$ cat src/rtl/dpram_stream_reader.sv
// Burst reader for one port of a 1-cycle-latency dual-port RAM, presented as a valid/ready stream.
// Optional end-of-burst marker m_last is built when DPRAM_READER_LAST_EN is defined.
module dpram_stream_reader #(
  parameter int DATA_WIDTH    = 128,
  parameter int ADDRESS_WIDTH = 10,
  parameter int LEN_WIDTH     = ADDRESS_WIDTH + 1
) (
  input  logic                     clk,
  input  logic                     rst,
  input  logic                     start,
  input  logic [ADDRESS_WIDTH-1:0] base_addr,
  input  logic [LEN_WIDTH-1:0]     length,
  output logic                     busy,
  output logic                     done,
  output logic                     mem_en,
  output logic [ADDRESS_WIDTH-1:0] mem_addr,
  input  logic [DATA_WIDTH-1:0]    mem_dout,
`ifdef DPRAM_READER_LAST_EN
  output logic                     m_last,
`endif
  output logic                     m_valid,
  input  logic                     m_ready,
  output logic [DATA_WIDTH-1:0]    m_data
);

  typedef enum logic [1:0] {
    S_IDLE,
    S_READ,
    S_DRAIN,
    S_DONE
  } state_t;

  state_t                   r_state;
  logic                     r_busy;
  logic                     r_done;
  logic [ADDRESS_WIDTH-1:0] r_addr;
  logic [LEN_WIDTH-1:0]     r_issue_left;
  logic                     r_inflight;
  logic [DATA_WIDTH-1:0]    r_fifo [2];
  logic                     r_wr_ptr;
  logic                     r_rd_ptr;
  logic [1:0]               r_count;
`ifdef DPRAM_READER_LAST_EN
  logic [LEN_WIDTH-1:0]     r_beats_left;
`endif

  logic       w_push;
  logic       w_pop;
  logic [2:0] w_occupancy;
  logic       w_issue;
  logic [1:0] w_count_next;

  // A read may issue only if its word is guaranteed a FIFO slot when it returns,
  // counting the word already in flight and crediting a beat leaving this cycle.
  assign w_push       = r_inflight;
  assign w_pop        = (r_count != 2'd0) && m_ready;
  assign w_occupancy  = {1'b0, r_count} + {2'b00, r_inflight} - {2'b00, w_pop};
  assign w_issue      = (r_state == S_READ) && (w_occupancy < 3'd2);
  assign w_count_next = r_count + {1'b0, w_push} - {1'b0, w_pop};

  assign busy     = r_busy;
  assign done     = r_done;
  assign mem_en   = w_issue;
  assign mem_addr = r_addr;
  assign m_valid  = (r_count != 2'd0);
  assign m_data   = r_fifo[r_rd_ptr];
`ifdef DPRAM_READER_LAST_EN
  assign m_last   = m_valid && (r_beats_left == LEN_WIDTH'(1));
`endif

  // NOTE: all state here updates with non-blocking assignments so every read of a
  // register in this block sees its value from before the clock edge.
  always_ff @(posedge clk) begin
    if (rst) begin
      r_state      <= S_IDLE;
      r_busy       <= 1'b0;
      r_done       <= 1'b0;
      r_addr       <= '0;
      r_issue_left <= '0;
      r_inflight   <= 1'b0;
      // NOTE: the buffer is two plain registers, not a RAM macro, so clearing it is
      // cheap and keeps m_data at zero after reset.
      r_fifo[0]    <= '0;
      r_fifo[1]    <= '0;
      r_wr_ptr     <= 1'b0;
      r_rd_ptr     <= 1'b0;
      r_count      <= 2'd0;
`ifdef DPRAM_READER_LAST_EN
      r_beats_left <= '0;
`endif
    end else begin
      r_inflight <= w_issue;
      r_count    <= w_count_next;
      r_done     <= 1'b0;

      if (w_issue) begin
        r_addr       <= r_addr + 1'b1;
        r_issue_left <= r_issue_left - 1'b1;
      end

      if (w_push) begin
        r_fifo[r_wr_ptr] <= mem_dout;
        r_wr_ptr         <= ~r_wr_ptr;
      end

      if (w_pop) begin
        r_rd_ptr <= ~r_rd_ptr;
`ifdef DPRAM_READER_LAST_EN
        r_beats_left <= r_beats_left - 1'b1;
`endif
      end

      case (r_state)
        S_IDLE: begin
          if (start) begin
            r_addr       <= base_addr;
            r_issue_left <= length;
`ifdef DPRAM_READER_LAST_EN
            r_beats_left <= length;
`endif
            if (length == '0) begin
              r_state <= S_DONE;
              r_done  <= 1'b1;
            end else begin
              r_state <= S_READ;
              r_busy  <= 1'b1;
            end
          end
        end
        S_READ: begin
          if (w_issue && (r_issue_left == LEN_WIDTH'(1))) begin
            r_state <= S_DRAIN;
          end
        end
        S_DRAIN: begin
          // Nothing issues here, so an empty next-cycle buffer means the last beat just left;
          // looking ahead lets done follow that beat by exactly one cycle.
          if (w_count_next == 2'd0) begin
            r_state <= S_DONE;
            r_busy  <= 1'b0;
            r_done  <= 1'b1;
          end
        end
        S_DONE: begin
          r_state <= S_IDLE;
        end
        default: begin
          r_state <= S_IDLE;
          r_busy  <= 1'b0;
        end
      endcase
    end
  end

endmodule
$ cat config.mk
export PLATFORM = sky130hd
export DESIGN_NAME = dpram_stream_reader
export DESIGN_NICKNAME = d
export VERILOG_FILES = /design/src/rtl/dpram_stream_reader.sv
export SDC_FILE = /design/constraint.sdc
export NUM_CORES = 1
export LEC_CHECK = 0
export CAP_MARGIN = 0
export CELL_PAD_IN_SITES_DETAIL_PLACEMENT = 0
export CELL_PAD_IN_SITES_GLOBAL_PLACEMENT = 1
export CORE_MARGIN = 5
export CORE_UTILIZATION = 44
export DETAILED_ROUTE_END_ITERATION = 12
export PLACE_DENSITY_LB_ADDON = 0.05
export SLEW_MARGIN = 10
export SYNTH_ARGS = -nofsm -noshare
export SYNTH_HDL_FRONTEND = slang
export SYNTH_SLANG_ARGS = --single-unit
export TNS_END_PERCENT = 5
$ cat constraint.sdc
create_clock -name clk -period 14.36 [get_ports clk]
set_input_delay 2.872 -clock clk [delete_from_list [all_inputs] [get_ports clk]]
set_output_delay 2.872 -clock clk [all_outputs]
set_load 0.05 [all_outputs]
==> results.md <==
* Final worst path period need at 9.03 ns
* Floorplan Core Area at between 0.02 and 0.03 sq mm
* Portion of total power attributed to sequential cells at 0.344
* Final Routed Wirelength at approximately 29 mm
* Peak supply drop at approximately 0.00011 V
* TritonCTS clock tree: built
* Sequential-to-total area share from yosys stat at 0.659
* Synth Area in Adders at 0.00952
* Reg2reg path depth at 10
* Final worst-path cycle share at 0.629
* Worst flop-to-flop path endpoint: mem_addr[8]
* Post-cts sizing count at 0
* Simple-Gate Fraction of Synth Area at 0.163
* Worst min path class: reg2reg
* Area grow syn2layout at 34.4%
* Parity-gate share of the synthesized area counting xor and xnor cells at 0.0124
* Power density cells at around 200 mW/mm^2
* Unrepaired setup endpoints after global routing: no
* Via count at ~7.8k
* Buf/Inv on CP at 4
* Required time reported for the critical path endpoint at about 11 ns
* Ports placed on the boundary at 295
* Worst setup path endpoint: mem_en
* R2r setup slk at 10.82 ns
* CTS Buf Count at 31
* Power share of the clock group at 0.239
* Max-slew violation count at 0
* Fin Hold WS at approximately 0.5 ns
* Cells after Synth at between 800 and 900
* Clock Tree Buf Depth at 3
* Depth of the CTS H-tree at 1
* Unique masters post-synth at 39
* Total number of yosys warnings at 0
* Latest clock arrival within the worst-skew pair at between 0.5 and 0.6 ns
* Critical register-to-register path startpoint: r_count[1]
* Switching power as a share of total power at 0.383
* Setup skew after layout at about 0.0085 ns
* Hold violation count in the final report at 0
* Iteration-0 DRC count of the detailed router at around 400
* Final weighted congestion in routability-driven placement at between 0.7 and 0.8
* Result of the run: finished clean
* Critical Setup Path Class: in2out
* Wire length of the first global-routing pass at 43.6 mm
* Leading register cell type out of synthesis: sky130_fd_sc_hd__edfxtp_1
* DRC viols at 0
* Largest family of logic cells by synthesized area: simple AND/OR/NAND/NOR gates
* Net switching power at ~1300 uW
* Crit path launch type: primary input
* Cell internal power dissipation at 2040 uW
* TNS Setup at 0 ns
* All-Layer GR Usage at 0.174
* Hold_buf cts at 0
* Antenna Nets Post-Route at 0
* Max-cap violations at 0
* Worst-Margin Slew at around 1.1 ns
* N_diodes at 0
* Routed vias/inst at just under 5
* Overall die width at 179 um
* Max-Slew Margin vs Limit at 0.297
* Clock input transition at the sequential cells of the worst setup and hold paths at around 0.060 ns
* Yosys reg bits at ~290
* Maximum number of pins on one net before global-route repair at 74
* Post-CTS Setup Inserts at 0
* Number of enable flip-flop cells after synthesis at around 260
* Comb pwr share at 0.417
* Critical path data arrival time at 6.15 ns
* Initial antenna violation count at 3
* Detailed Place HPWL at roughly 18 mm
* Synthesized Nets at around 1.0k
* Number of nets in the final layout at between 1k and 1.5k
* Master cell of the clock root buffer: sky130_fd_sc_hd__clkbuf_16
* Die Ht at 179 um
* CP max stage cell: sky130_fd_sc_hd__clkdlybuf4s50_1
* Reported leakage power at 0.00624 uW
* Share of cell area taken by muxes after synthesis at 0.115
* Rows at 62
* Vias in the first global route at roughly 8k
* Largest delay share family, worst path: buffers and inverters
* Router iterations before antenna repair at 4
* Commonest cells after routing, fill and taps aside: 294 x sky130_fd_sc_hd__clkdlybuf4s50_1, 257 x sky130_fd_sc_hd__and2_1, 256 x sky130_fd_sc_hd__edfxtp_1
* Stage delay of the slowest cell on the critical path at 0.84 ns
* Grt ovf at 0
* Critical path, cell by cell: clkdlybuf4s50_1 > and2_1 > ha_1 > inv_1 > ha_1 > fa_1 > nor2b_1 > nand2_1 > inv_1 > clkdlybuf4s50_1
* Fmax at about 110 MHz
* Count of input and output buffers at 294
* Die Footprint at roughly 0.032 sq mm
* Average instance area after synthesis at ~14 sq um
* Compound-cell area share of the yosys netlist at 0.0228
* Initial standard-cell utilization of the core at 0.443
* Most common library cell in the layout ignoring fill and taps: sky130_fd_sc_hd__clkdlybuf4s50_1
* Critical path depth at 10
* Layout cell share with drive strength beyond 1 at 0.161
* # setup viols final at 0
* Asr flop ratio synth at 0
* Avg WL per Cell at 18.4 um
* Kind of capture point of the worst setup path: primary output
* CTS sink cnt at between 200 and 300
* Summed instance area of the synthesized netlist at 0.0126 sq mm
* Start point of the critical path: m_ready
* Largest fanout of any net on the critical path at 9
-- cell usage after synthesis, types with 5 or more instances --
master | number | area share
sky130_fd_sc_hd__and2_1 | 257 | 0.13
sky130_fd_sc_hd__edfxtp_1 | 256 | 0.61
sky130_fd_sc_hd__mux2_2 | 128 | 0.11
sky130_fd_sc_hd__clkbuf_1 | 50 | 0.015
sky130_fd_sc_hd__dfxtp_1 | 31 | 0.049
sky130_fd_sc_hd__nor2_1 | 30 | 0.0089
sky130_fd_sc_hd__a211oi_1 | 16 | 0.0095
sky130_fd_sc_hd__inv_1 | 10 | 0.0030
sky130_fd_sc_hd__xnor2_1 | 10 | 0.0069
sky130_fd_sc_hd__nand2_1 | 9 | 0.0027
sky130_fd_sc_hd__ha_1 | 8 | 0.0079
sky130_fd_sc_hd__nand3_1 | 8 | 0.0032
sky130_fd_sc_hd__a311oi_1 | 7 | 0.0049
sky130_fd_sc_hd__nor3_1 | 6 | 0.0024
sky130_fd_sc_hd__xor2_1 | 6 | 0.0042
sky130_fd_sc_hd__nor4_1 | 5 | 0.0025
sky130_fd_sc_hd__or3_1 | 5 | 0.0025
-- worst reg2reg max path, cell delays in order (launching register included) --
cell	delay, ns
sky130_fd_sc_hd__dfxtp_1	0.36
sky130_fd_sc_hd__or2_2	0.32
sky130_fd_sc_hd__and2_1	0.19
sky130_fd_sc_hd__ha_1	0.27
sky130_fd_sc_hd__inv_1	0.04
sky130_fd_sc_hd__ha_1	0.18
sky130_fd_sc_hd__fa_1	0.53
sky130_fd_sc_hd__nand4b_1	0.35
sky130_fd_sc_hd__or4b_4	0.61
sky130_fd_sc_hd__or3_1	0.37
sky130_fd_sc_hd__a311oi_1	0.24
-- worst min-delay path by stage --
stage	startpoint	endpoint	slack, ns	cells after the start
finish	r_rd_ptr	flop	0.51	2
global route	r_issue_left[10]	r_issue_left[10]	0.54	2
CTS	r_issue_left[9]	r_issue_left[9]	0.51	2
detailed placement	r_issue_left[10]	r_issue_left[10]	0.50	2
global placement	r_issue_left[10]	r_issue_left[10]	0.50	2
floorplan	r_issue_left[9]	r_issue_left[9]	0.47	2
-- power by group through the flow --
stage	sequential [uW]	combinational [uW]	clock, uW
6_report	1140	1380	789
3_3_place_gp	1150	1390	0
2_1_floorplan	1150	942	0
4_1_cts	1140	1400	809
5_1_grt	1150	1460	845
3_5_place_dp	1160	1390	0
-- sequential cells by signal, indices dropped and copies added (netlist names), named ones only --
| name | cells |
|---|---|
| busy | 1 |
| r_wr_ptr | 1 |
| r_rd_ptr | 1 |
| r_issue_left | 11 |
| mem_addr | 10 |
| done | 1 |
| r_state | 2 |
| r_inflight | 1 |
| r_fifo | 256 |
| r_count | 2 |
-- layer usage --
layer,wire (um),vias up,global-route usage
met5,47,-,0
met2,13600,225,0.283
met4,466,6,0.0362
li1,-,3757,-
met1,12000,3757,0.221
met3,2990,40,0.0711
-- stage by stage --
step                cell area, sq um  std cells  utilization  total power [uW]  setup WS [ns]
CTS                            17000       1580        0.596              3350           5.31
detailed placement             15900       1522        0.560              2550           5.32
finish                         17000       1580        0.596              3300           5.33
global route                   17000       1580        0.596              3460           5.07
floorplan                      12600        887            -              2090           6.62
global placement               15900       1522        0.560              2540           5.41
-- kinds of logic (layout without fill, tap and decap cells) --
family,after synthesis,count (layout)
AOI/OAI and AO/OA,39,39
xor gates and xnor gates,17,17
adders and majority gates,9,9
buffers and inverters,62,371
DFF,287,287
muxes,129,129
and+or+nand+nor,344,344
-- cell type report --
cell class              count  area, sq um
clock buffers              40          860
fillers                  2337        11500
inverters                  10         37.5
clock inverters            18          164
flip-flops and latches    287         8310
multi-input cells         538         4090
repair buffers            303         3010
well taps                 384          480
(Power assumes the default switching activity.)
==> patch 1 (same flow settings) <==
Set the parameter `DATA_WIDTH` to 192 (it was 128).
--- a/src/rtl/dpram_stream_reader.sv
+++ b/src/rtl/dpram_stream_reader.sv
@@ -2,5 +2,5 @@
 // Optional end-of-burst marker m_last is built when DPRAM_READER_LAST_EN is defined.
 module dpram_stream_reader #(
-  parameter int DATA_WIDTH    = 128,
+  parameter int DATA_WIDTH    = 192,
   parameter int ADDRESS_WIDTH = 10,
   parameter int LEN_WIDTH     = ADDRESS_WIDTH + 1
Ports: changed (resized m_data and mem_dout); port bits go from 295 to 423. The function was not compared with the original's and may differ.
==> patch 1 against the unedited design <==
- sequential power grew 40%
- routed wire length grew 56%
- total power grew 41%
- register-to-register slack lost 50 ps
- synthesized cell count grew 38%
- clock skew grew 10 ps
- clock power grew 36%
- design area grew 42%
- setup slack gained 1.7 ps
- utilization shrank 0.27 points
- synthesized area grew 43%
- combinational power grew 45%
- sequential cell count grew 128
- critical endpoint unchanged
==> patch 1: results (changes against the unedited design) <==
largest net degree at the start of global routing: 175 (+140%)
synth cell count leaders: and2_1 (385), edfxtp_1 (384), mux2_2 (192)
GPL Wtd Cong: 0.767 (-0.25%)
CTS buffer count: 45 (+45%)
Adder-Cell Fraction of Synth Area: 0.00665 (-0.00287)
Synth area leaders: edfxtp_1 (64%), and2_1 (13%), mux2_2 (12%)
Clock Latency Late Sink: 560 ps (+20 ps)
worst clock skew: 18.5 ps (+10.1 ps)
mux cell area share after synthesis: 0.120 (+0.00522)
vias in the first global route: 11.4k (+43%)
hold path startpoint: r_issue_left[10]
global-route wire length before repair: 66700 um (+53%)
asr flop ratio synth: 0 (unchanged)
Reg2Reg Setup Slack: 10770 ps (-50 ps)
Post-synth EDFFs: 384 (+50%)
Via density: 5.02 (+1.8%)
dpl ws: 5360 ps (+40.0 ps)
Port Buf Inserts: 422 (+44%)
xor-xnor portion of the synthesized cell area: 0.00866 (-0.00374)
fraction of layout cells with a size suffix above 1: 0.159 (-0.00199)
outcome: finished, final reports clean
DP Area: 22800 um^2 (+43%)
register area share after synthesis: 0.673 (+0.0143)
DP Cell Count: 2120 (+39%)
unique cell type count in the Yosys netlist: 38 (-2.6%)
worst reg2reg endpoint: r_issue_left[9]
1st-iter DRT viols: 558 (+41%)
max reg flops: 384 (+50%)
Syn Inst Count: 1228 (+38%)
CTS H-tree depth: 2 (+1)
measured slew at the worst slew-check pin: 1260 ps (+209 ps)
fmax: 111 MHz (about the same)
initial antenna violation count: 9 (+6)
DR WL/cell: 20.6 um (+12%)
NumNets Final: 1861 (+40%)
DP HPWL: 28800 um (+58%)
final cell count without fillers: 2205 (+40%)
post-synthesis net count: 1454 (+39%)
DRT Pass-1 Iters: 5 (+1)
leak pwr: 8.87 nW (+42%)
## patch 1: changes by cell type after synthesis, sizes merged
cell,delta
and2,+128
mux2,+64
edfxtp,+128
buf,-2
clkbuf,+23
## patch 1: worst min-delay path by stage
| stage | endpoint | slack (ps) | cells after the start |
|---|---|---|---|
| global placement | busy | 490 | 2 |
| detailed placement | register | 500 | 2 |
| floorplan | r_issue_left[9] | 470 | 2 |
| global route | r_issue_left[8] | 550 | 2 |
| CTS | r_issue_left[10] | 510 | 2 |
| finish | r_issue_left[10] | 510 | 2 |
## patch 1: where the power goes
group | leakage [nW] | total [mW] | switching [mW] | internal, mW
sequential | 4.24 | 1.60 | 0.0709 | 1.53
clock | 0.660 | 1.07 | 0.453 | 0.620
combinational | 3.97 | 2.00 | 1.28 | 0.717
## patch 1: layout make-up
cell class	instances	area, um^2
clock inverter	19	109
tap	532	666
timing repair buffer	433	4320
sequential	415	12200
multi-input combinational	730	5620
fill	3309	16600
inverter	10	37.5
clock buffer	62	1240
antenna	4	10.0
## patch 1: critical path, delay by kind of cell
family	cells	cell delay [ps]
adders and majority gates	3	1010
buffers and inverters	4	1440
and+or+nand+nor	3	830
## patch 1: per-layer routing
| layer | share of wire | GRT usage | vias to the layer above |
|---|---|---|---|
| li1 | - | - | 5218 |
| met1 | 0.39 | 0.238 | 5466 |
| met2 | 0.50 | 0.324 | 304 |
| met3 | 0.079 | 0.0629 | 69 |
| met4 | 0.027 | 0.0667 | 8 |
| met5 | 0.0012 | 0 | - |
==> patch 2 (same settings) <==
Made on the original files. Re-encode `state_t` (4 states) as one-hot, 4 bits wide.
--- a/src/rtl/dpram_stream_reader.sv
+++ b/src/rtl/dpram_stream_reader.sv
@@ -24,9 +24,9 @@
 );
 
-  typedef enum logic [1:0] {
-    S_IDLE,
-    S_READ,
-    S_DRAIN,
-    S_DONE
+  typedef enum logic [3:0] {
+    S_IDLE  = 4'b0001,
+    S_READ  = 4'b0010,
+    S_DRAIN = 4'b0100,
+    S_DONE  = 4'b1000
   } state_t;
 
Function: no difference found for any inputs over 4 cycles, from zero or initial values and one cycle with rst high; so few cycles prove little.
==> patch 2 against the unedited design <==
- largest cell class unchanged
- setup slack better by 450 ps
- total power is 19% lower
- sequential cell count up 2
- highest routed layer unchanged
- design area fell by 0.10%
- routed wire length about the same
- synthesized area up 0.53%
- utilization is 0.22 points lower
==> patch 2: results (changes against the unedited design) <==
outcome: finished, final reports clean
VDD IR max: 0.0858 mV (-24%)
NumNets Final: 1334 (+0.075%)
Layout fillers: 2358 (+0.90%)
DP HPWL: 18200 um (-0.17%)
DP Area: 16000 um^2 (+0.42%)
measured slew at the worst slew-check pin: 1110 ps (+53.1 ps)
Post-CTS Repair Setup Buffers: 0 (unchanged)
GPL Wtd Cong: 0.750 (-2.5%)
global-route wire length before repair: 45200 um (+3.8%)
Synth area leaders: edfxtp_1 (61%), and2_1 (13%), mux2_2 (11%)
synth cell count leaders: and2_1 (259), edfxtp_1 (256), mux2_2 (128)
register area share after synthesis: 0.658 (about the same)
Adder-Cell Fraction of Synth Area: 0.00651 (-0.00301)
Via density: 4.99 (+1.2%)
worst clock skew: 9.28 ps (+0.823 ps)
largest net degree at the start of global routing: 81 (+9.5%)
mux cell area share after synthesis: 0.115 (+0.000188)
CP max FO: 11 (+2)
leak pwr: 6.17 nW (-1.0%)
vias in the first global route: 8022 (+0.43%)
initial antenna violation count: 4 (+1)
xor-xnor portion of the synthesized cell area: 0.00483 (-0.00756)
cell-internal power: 1.77 mW (-13%)
unique cell type count in the Yosys netlist: 50 (+28%)
Finished Cell Area: 16900 um^2 (-0.10%)
Synth Area in Compound Gates: 0.0276 (+0.00481)
post-synthesis net count: 1050 (+0.095%)
fraction of layout cells with a size suffix above 1: 0.160 (-0.00167)
[patch 2: cell count changes after synthesis, moves of 4 or more]
cell      change
nand3_1       -5
nor3_1        -4
xor2_1        -4
xnor2_1       -5
nand2_1       -5
a211oi_1      -7
a311oi_1      +5
or3_1         +4
[patch 2: per-stage QoR]
step	setup WS (ps)	std cells
after floorplan	6910	891
after global placement	5760	1526
after detailed placement	5790	1526
after CTS	5770	1580
after global routing	5590	1581
final	5790	1583
[patch 2: power by group through the flow]
stage	clock network [mW]	registers (mW)	logic (mW)
2_1_floorplan	0	1.03	0.637
3_3_place_gp	0	1.05	0.933
3_5_place_dp	0	1.05	0.932
4_1_cts	0.753	1.04	0.936
5_1_grt	0.789	1.04	0.971
6_report	0.733	1.03	0.924
[patch 2: layout make-up]
type                    instances  area share
repair buffers                304       0.178
multi-input cells             539       0.243
clock inverters                 8     0.00347
inverters                      10     0.00222
well taps                     384      0.0284
diodes                          3    0.000443
flip-flops and latches        289       0.493
clock buffers                  46      0.0515
[patch 2: layer usage]
metal	GRT usage	routed length, um
met1	0.227	12300
met2	0.284	14000
met3	0.0564	2250
met4	0.0360	516
met5	0	46
[patch 2: path summary, 6_finish.rpt]
path               from              end  slack [ps]
max reg2reg  r_count[1]  r_issue_left[4]       10960
max             m_ready           mem_en        5790
min reg2reg        busy             busy         470
min                busy             busy         470
[patch 2: critical path, stage by stage]
cell and delay, ps:
clkdlybuf4s50_1 390, and2_1 160, ha_1 270, inv_1 40
ha_1 180, fa_1 410, xnor2_1 180, nor3_1 160
buf_4 220, clkdlybuf4s50_1 820
